$ cat src/rtl/agex_muldiv_seq_pkg.sv
// Shared op codes, state encodings and AGEX<->MD bus widths for the iterative mul/div sequencer.
package agex_muldiv_seq_pkg;

    localparam int MDOPBITS = 3;
    localparam int MD_DBITS = 32;

    typedef enum logic [MDOPBITS-1:0] {
        MD_OP_MUL    = 3'd0,
        MD_OP_MULH   = 3'd1,
        MD_OP_MULHSU = 3'd2,
        MD_OP_MULHU  = 3'd3,
        MD_OP_DIV    = 3'd4,
        MD_OP_DIVU   = 3'd5,
        MD_OP_REM    = 3'd6,
        MD_OP_REMU   = 3'd7
    } md_op_e;

    typedef enum logic [1:0] {
        MD_IDLE = 2'd0,
        MD_RUN  = 2'd1,
        MD_DONE = 2'd2
    } md_state_e;

    // {req_valid, req_op, req_src1, req_src2, flush} and {res_valid, res_data, stall_AGEX}
    localparam int FROM_AGEX_TO_MD_WIDTH = 1 + MDOPBITS + 2*MD_DBITS + 1;
    localparam int FROM_MD_TO_AGEX_WIDTH = 1 + MD_DBITS + 1;

    function automatic logic md_is_div(input md_op_e op);
        return op[2];
    endfunction

    function automatic logic md_src1_signed(input md_op_e op);
        return (op == MD_OP_MUL) || (op == MD_OP_MULH) || (op == MD_OP_MULHSU) ||
               (op == MD_OP_DIV) || (op == MD_OP_REM);
    endfunction

    function automatic logic md_src2_signed(input md_op_e op);
        return (op == MD_OP_MUL) || (op == MD_OP_MULH) ||
               (op == MD_OP_DIV) || (op == MD_OP_REM);
    endfunction

endpackage

$ cat src/rtl/agex_muldiv_step.sv
// One combinational iteration: shift-add multiply on {hi, lo} or restoring divide on {rem=hi, quot=lo}.
module agex_muldiv_step #(
    parameter int DBITS = 32
) (
    input  logic             is_div,
    input  logic [DBITS-1:0] hi,
    input  logic [DBITS-1:0] lo,
    input  logic [DBITS-1:0] b,
    output logic [DBITS-1:0] hi_next,
    output logic [DBITS-1:0] lo_next
);

    logic [DBITS:0] sum;
    logic [DBITS:0] shifted;
    logic [DBITS:0] diff;

    always_comb begin
        sum     = {1'b0, hi} + (lo[0] ? {1'b0, b} : '0);
        shifted = {hi, lo[DBITS-1]};
        diff    = shifted - {1'b0, b};
        hi_next = sum[DBITS:1];
        lo_next = {sum[0], lo[DBITS-1:1]};
        if (is_div) begin
            // rem < divisor keeps diff below 2^DBITS, so the top bit is a pure borrow flag
            if (!diff[DBITS]) begin
                hi_next = diff[DBITS-1:0];
                lo_next = {lo[DBITS-2:0], 1'b1};
            end else begin
                hi_next = shifted[DBITS-1:0];
                lo_next = {lo[DBITS-2:0], 1'b0};
            end
        end
    end

endmodule

$ cat src/rtl/agex_muldiv_seq.sv
// RV32M iterative multiply/divide sequencer beside the AGEX ALU; stalls AGEX until the result is taken.
// Optional MULDIV_EARLY_OUT_EN: zero-operand multiplies and divide-by-zero finish at accept.
module agex_muldiv_seq
    import agex_muldiv_seq_pkg::*;
#(
    parameter int DBITS   = 32,
    parameter int CNTBITS = 6
) (
    input  logic                clk,
    input  logic                reset,
    input  logic                req_valid,
    output logic                req_ready,
    input  logic [MDOPBITS-1:0] req_op,
    input  logic [DBITS-1:0]    req_src1,
    input  logic [DBITS-1:0]    req_src2,
    input  logic                flush,
    output logic                res_valid,
    input  logic                res_ready,
    output logic [DBITS-1:0]    res_data,
    output logic                stall_AGEX
);

    md_state_e          state, state_next;
    md_op_e             op, op_in;
    logic [CNTBITS-1:0] cnt;
    logic [DBITS-1:0]   hi, lo, b;
    logic [DBITS-1:0]   hi_next, lo_next;
    logic               neg;

    logic               accept, last;
    logic               s1, s2, div_zero, neg_in;
    logic [DBITS-1:0]   mag1, mag2;
    logic               early_hit;
    logic [DBITS-1:0]   early_data;
    logic [2*DBITS-1:0] prod, prod_fix;
    logic [DBITS-1:0]   quot_fix, rem_fix, final_data;

    assign op_in  = md_op_e'(req_op);
    assign accept = (state == MD_IDLE) && req_valid && !flush;
    assign last   = (cnt == CNTBITS'(DBITS-1));

    // Operand magnitudes and result sign captured at accept
    always_comb begin
        s1       = md_src1_signed(op_in) & req_src1[DBITS-1];
        s2       = md_src2_signed(op_in) & req_src2[DBITS-1];
        mag1     = s1 ? -req_src1 : req_src1;
        mag2     = s2 ? -req_src2 : req_src2;
        div_zero = (req_src2 == '0);
        case (op_in)
            MD_OP_MUL, MD_OP_MULH: neg_in = s1 ^ s2;
            MD_OP_MULHSU:          neg_in = s1;
            MD_OP_DIV:             neg_in = !div_zero && (s1 ^ s2);
            MD_OP_REM:             neg_in = s1;
            default:               neg_in = 1'b0;
        endcase
    end

`ifdef MULDIV_EARLY_OUT_EN
    always_comb begin
        early_hit  = md_is_div(op_in) ? div_zero : (req_src1 == '0) || div_zero;
        early_data = '0;
        if (op_in == MD_OP_DIV || op_in == MD_OP_DIVU)
            early_data = '1;
        else if (op_in == MD_OP_REM || op_in == MD_OP_REMU)
            early_data = req_src1;
    end
`else
    assign early_hit  = 1'b0;
    assign early_data = '0;
`endif

    agex_muldiv_step #(.DBITS(DBITS)) u_step (
        .is_div  (md_is_div(op)),
        .hi      (hi),
        .lo      (lo),
        .b       (b),
        .hi_next (hi_next),
        .lo_next (lo_next)
    );

    // Sign fixup applied to the outcome of the final iteration
    always_comb begin
        prod     = {hi_next, lo_next};
        prod_fix = neg ? -prod : prod;
        quot_fix = neg ? -lo_next : lo_next;
        rem_fix  = neg ? -hi_next : hi_next;
        case (op)
            MD_OP_MUL:                            final_data = prod_fix[DBITS-1:0];
            MD_OP_MULH, MD_OP_MULHSU, MD_OP_MULHU: final_data = prod_fix[2*DBITS-1:DBITS];
            MD_OP_DIV, MD_OP_DIVU:                final_data = quot_fix;
            default:                              final_data = rem_fix;
        endcase
    end

    always_ff @(posedge clk) begin
        if (reset) state <= MD_IDLE;
        else       state <= state_next;
    end

    always_comb begin
        state_next = state;
        case (state)
            MD_IDLE: if (accept) state_next = early_hit ? MD_DONE : MD_RUN;
            MD_RUN:  if (flush) state_next = MD_IDLE;
                     else if (last) state_next = MD_DONE;
            MD_DONE: if (flush || res_ready) state_next = MD_IDLE;
            default: state_next = MD_IDLE;
        endcase
    end

    always_comb begin
        req_ready  = (state == MD_IDLE);
        stall_AGEX = (req_valid && state != MD_DONE) || (state == MD_RUN) ||
                     (state == MD_DONE && !res_ready);
    end

    always_ff @(posedge clk) begin
        if (reset) begin
            op        <= MD_OP_MUL;
            cnt       <= '0;
            hi        <= '0;
            lo        <= '0;
            b         <= '0;
            neg       <= 1'b0;
            res_valid <= 1'b0;
            res_data  <= '0;
        end else begin
            case (state)
                MD_IDLE: if (accept) begin
                    op  <= op_in;
                    cnt <= '0;
                    hi  <= '0;
                    lo  <= mag1;
                    b   <= mag2;
                    neg <= neg_in;
                    if (early_hit) begin
                        res_valid <= 1'b1;
                        res_data  <= early_data;
                    end
                end
                MD_RUN: if (flush) begin
                    cnt <= '0;
                end else begin
                    hi <= hi_next;
                    lo <= lo_next;
                    if (last) begin
                        cnt       <= '0;
                        res_valid <= 1'b1;
                        res_data  <= final_data;
                    end else begin
                        cnt <= cnt + 1'b1;
                    end
                end
                MD_DONE: if (flush || res_ready) res_valid <= 1'b0;
                default: ;
            endcase
        end
    end

endmodule
$ cat config.mk
export PLATFORM = sky130hd
export DESIGN_NAME = agex_muldiv_seq
export DESIGN_NICKNAME = d
export VERILOG_FILES = /design/src/rtl/agex_muldiv_seq_pkg.sv /design/src/rtl/agex_muldiv_step.sv /design/src/rtl/agex_muldiv_seq.sv
export SDC_FILE = /design/constraint.sdc
export NUM_CORES = 1
export LEC_CHECK = 0
export BUFFER_PORTS_ARGS = -buffer_cell sky130_fd_sc_hd__buf_4
export CAP_MARGIN = 0
export CORE_AREA = 5 5 200 163
export DETAILED_ROUTE_END_ITERATION = 8
export DIE_AREA = 0 0 205 168
export HOLD_SLACK_MARGIN = 0.06
export PLACE_DENSITY_LB_ADDON = 0.25
export SLEW_MARGIN = 20
export SYNTH_ARGS = -nofsm -noshare
export SYNTH_HDL_FRONTEND = slang
export SYNTH_SLANG_ARGS = --single-unit
$ cat constraint.sdc
create_clock -name clk -period 4.76 [get_ports clk]
set_input_delay 0.238 -clock clk [delete_from_list [all_inputs] [get_ports clk]]
set_output_delay 0.238 -clock clk [all_outputs]
set_load 0.05 [all_outputs]
==> summary.txt <==
Status -> finished clean
Final setup margin -> 99.0 ps
Clock buffer depth -> 2
Fin area -> 0.0192 sq mm
Family with the most delay on the worst path -> simple AND/OR/NAND/NOR gates
Setup violators final -> 0
Post-place setup slack -> -352 ps
Hpwl dp -> 48600 um
Via count -> 17700
Max-slew headroom -> 31.4%
Slowest-stage cell, CP -> or4b_4
Area grow syn2layout -> 28.3%
Fin. Hold Viols -> 0
Tightest Pin Transition -> 1020 ps
Layout Nets -> 2534
Largest stage delay, worst path -> 550 ps
Async set-reset flop share out of synthesis -> 0%
Grt ovf -> 0
R2R setup slack -> 100 ps
Skew final -> 12.3 ps
Pint -> 2.85 mW
Final WL -> 62400 um
Worst-Skew Late Latency -> 460 ps
P_leak -> 7.80 nW
Reg clk slew, reported paths -> 70 ps
Initial antenna violation count -> 3
Total track usage -> 34.7%
Most frequent CP cell -> inv_1
Period utilization -> 97.9%
Distinct cells, synth -> 90
TritonCTS buffer count -> 17
Crit Path Class -> reg2reg
Syn avg cell area -> 7.07 sq um
RSZ-0062 raised after global routing -> true
Hold Path Depth -> 3
Share of layout cells above drive strength 1 -> 24.1%
Dpl cell area -> 0.0178 sq mm
Critical Path Stages -> 21
Initial Util -> 49.5%
Worst path required time -> 5100 ps
Synth Cell Area -> 0.0149 sq mm
Start point of the critical path -> b[21]
Final Max Tran Viols -> 0
Rows -> 57
Tot Pwr -> 4.57 mW
CTS tree -> built
I/O Pins -> 107
CP Buf/Inv Count -> 4
Cell taking the most area after synthesis -> dfxtp_1
Post-synth EDFFs -> 0
Crit Path Max Fanout -> 5
Die Ht -> 168 um
Chip width -> 205 um
Syn Nets -> 2256
Flop and latch count out of synthesis -> 141
Achievable clock frequency -> 0.215 GHz
Top post-synthesis cells by area -> dfxtp_1, nor2_1, ha_1
Routability cong. -> 1.00
Worst hold start -> req_src2[0]
Post-Syn Instances -> 2113
Via density -> 6.30
Post-synth top area share -> 18.9%
CP Data Arrival Time -> 5000 ps
Max_cap viols -> 0
H-tree lvl count -> 4
Final core occ -> 63.5%
R2R Path End -> res_data[20]
Power Density -> 239 mW/mm^2
Peak VDD IR -> 0.223 mV
Sequential share of the synthesized area -> 18.9%
Top_reg_cell synth -> dfxtp_1
Reg2reg path depth -> 21
1st-pass router iterations -> 6
Hold Path Class -> in2reg
R2r startpoint -> b[21]
Combinational share of power -> 38.1%
I/O Buffers -> 106
First-pass GRT wire length -> 94700 um
Drt wl/cell -> 22.1 um
CTS sink cnt -> 141
Setup_tns -> 0 ps
Worst setup EP type -> flip-flop
Die area -> 0.0344 sq mm
DR DRC count -> 0
Clock Tree Root -> clkbuf_16
Placeable Area -> 0.0302 sq mm
CP startpoint kind -> flip-flop
Sw power -> 1.72 mW
Crit-path cells -> inv_1 -> ha_4 -> a21oi_1 -> o21ai_2 -> a2111oi_4 -> o31ai_4 -> a21o_1 -> buf_4 -> nor3_1 -> a21oi_1 -> and2_4 -> inv_1 -> ha_1 -> inv_1 -> a2111o_1 -> or2_4 -> or4b_4 -> or4_4 -> nor4b_2 -> nor3_1 -> o21ai_1
Detailed Route Iter0 Violations -> 1968
Clock share of power -> 34.0%
Antenna-violating nets left -> 0
Sequential power share -> 27.9%
CP endpoint -> res_data[20]
Post-layout min period -> 4660 ps
Vias in the first global route -> 16100
Switching part of the total -> 37.6%
Largest net degree at the start of global routing -> 79
Ys Warns -> 0
-- cells in the mapped netlist, types with 6 or more instances --
master and n:
nor4_1 24, xnor2_1 92, buf_1 9, mux2i_1 48, o21ai_0 110, buf_2 12
o31ai_1 29, nor3_1 72, a22oi_1 33, or4_1 16, a21oi_1 172, o211ai_1 25
inv_1 69, o21a_1 15, nor2b_1 10, or2_2 18, o31a_1 6, and2_1 50
o22ai_1 12, mux2_2 18, buf_4 6, o41ai_1 12, o2111ai_1 6, a221oi_1 7
nand3_1 38, o21bai_1 9, and3_1 9, clkbuf_1 112, a21o_1 25, a31oi_1 25
nor2_1 284, dfxtp_1 141, nor3b_1 11, nand2b_1 23, nand4_1 27, a211o_1 6
a311oi_1 15, o221ai_1 7, nand2_1 178, xor2_1 62, a211oi_1 82, ha_1 69
or3_1 26
-- metal layers --
layer / global-route usage (%) / vias to the layer above / share of wire [%]
li1: - / 8325 / -
met1: 51.6 / 8310 / 44
met2: 50.8 / 991 / 42
met3: 7.63 / 123 / 11
met4: 8.41 / 0 / 2.5
met5: 0 / - / 0
-- kinds of logic after synthesis --
kind of cell	share of synthesized area, %
mux	4.73
compound gates	29.1
fa+ha+maj	6.05
buf+inv	5.63
flops	18.9
xor+xnor	9.33
simple gates	26.3
-- cells in the final DEF, fill, tap and decap left out, types with 23 or more instances in the layout --
master    instances
xnor2_1          92
mux2i_1          47
and2_1           48
a31oi_1          23
inv_1            68
a21o_1           25
a21oi_1         167
nor3_1           66
buf_4           391
ha_1             54
nand2_1         177
nand4_1          27
o21ai_0         107
nand3_1          37
a211oi_1         78
o211ai_1         25
dfxtp_1         126
or3_1            26
o31ai_1          27
xor2_1           62
a22oi_1          33
nor2_1          280
-- cell type report --
class	instances	area, sq um
fill	2748	11000
sequential	141	2840
timing repair buffer	400	3040
inverter	69	259
antenna	2	5.00
clock buffer	19	454
clock inverter	13	198
tap	413	517
multi-input combinational	1762	11800
-- timing repair --
action	in CTS	in global routing
setup endpoints to repair	26	23
buffers inserted	2	9
gates resized for setup	23	83
pin swaps	7	27
hold buffers	4	0
hold endpoints to repair	4	0
-- power by group through the flow --
| stage | combinational (mW) | sequential (mW) | clock (mW) |
|---|---|---|---|
| after global routing | 1.85 | 1.28 | 1.62 |
| after global placement | 1.58 | 1.30 | 0 |
| after detailed placement | 1.59 | 1.30 | 0 |
| final | 1.74 | 1.27 | 1.56 |
| after CTS | 1.62 | 1.27 | 1.56 |
| after floorplan | 0.923 | 1.28 | 0 |
-- metrics by stage --
stage	cells	hold slack, ps
floorplan	2113	316
global placement	2770	437
detailed placement	2770	446
CTS	2808	74.5
global route	2817	94.4
finish	2819	85.2
-- sequential cells by signal (all words and copies together), names as in the netlist --
name / flops
b: 32
hi: 32
lo: 32
res_data: 32
cnt: 6
op: 3
state: 2
neg: 1
res_valid: 1
-- how the worst min path moves through the flow --
stage              endpoint  slack (ps)
2_1_floorplan      state[1]         320
3_3_place_gp    res_data[5]         440
3_5_place_dp   res_data[30]         450
4_1_cts                b[0]          70
5_1_grt                b[0]          90
6_report               b[0]          90
-- worst min-delay path, stage by stage --
cell     delay, ps
buf_4          130
nand2_1         60
a21oi_1         50
Note: power is estimated with default switching activity, not from simulation.
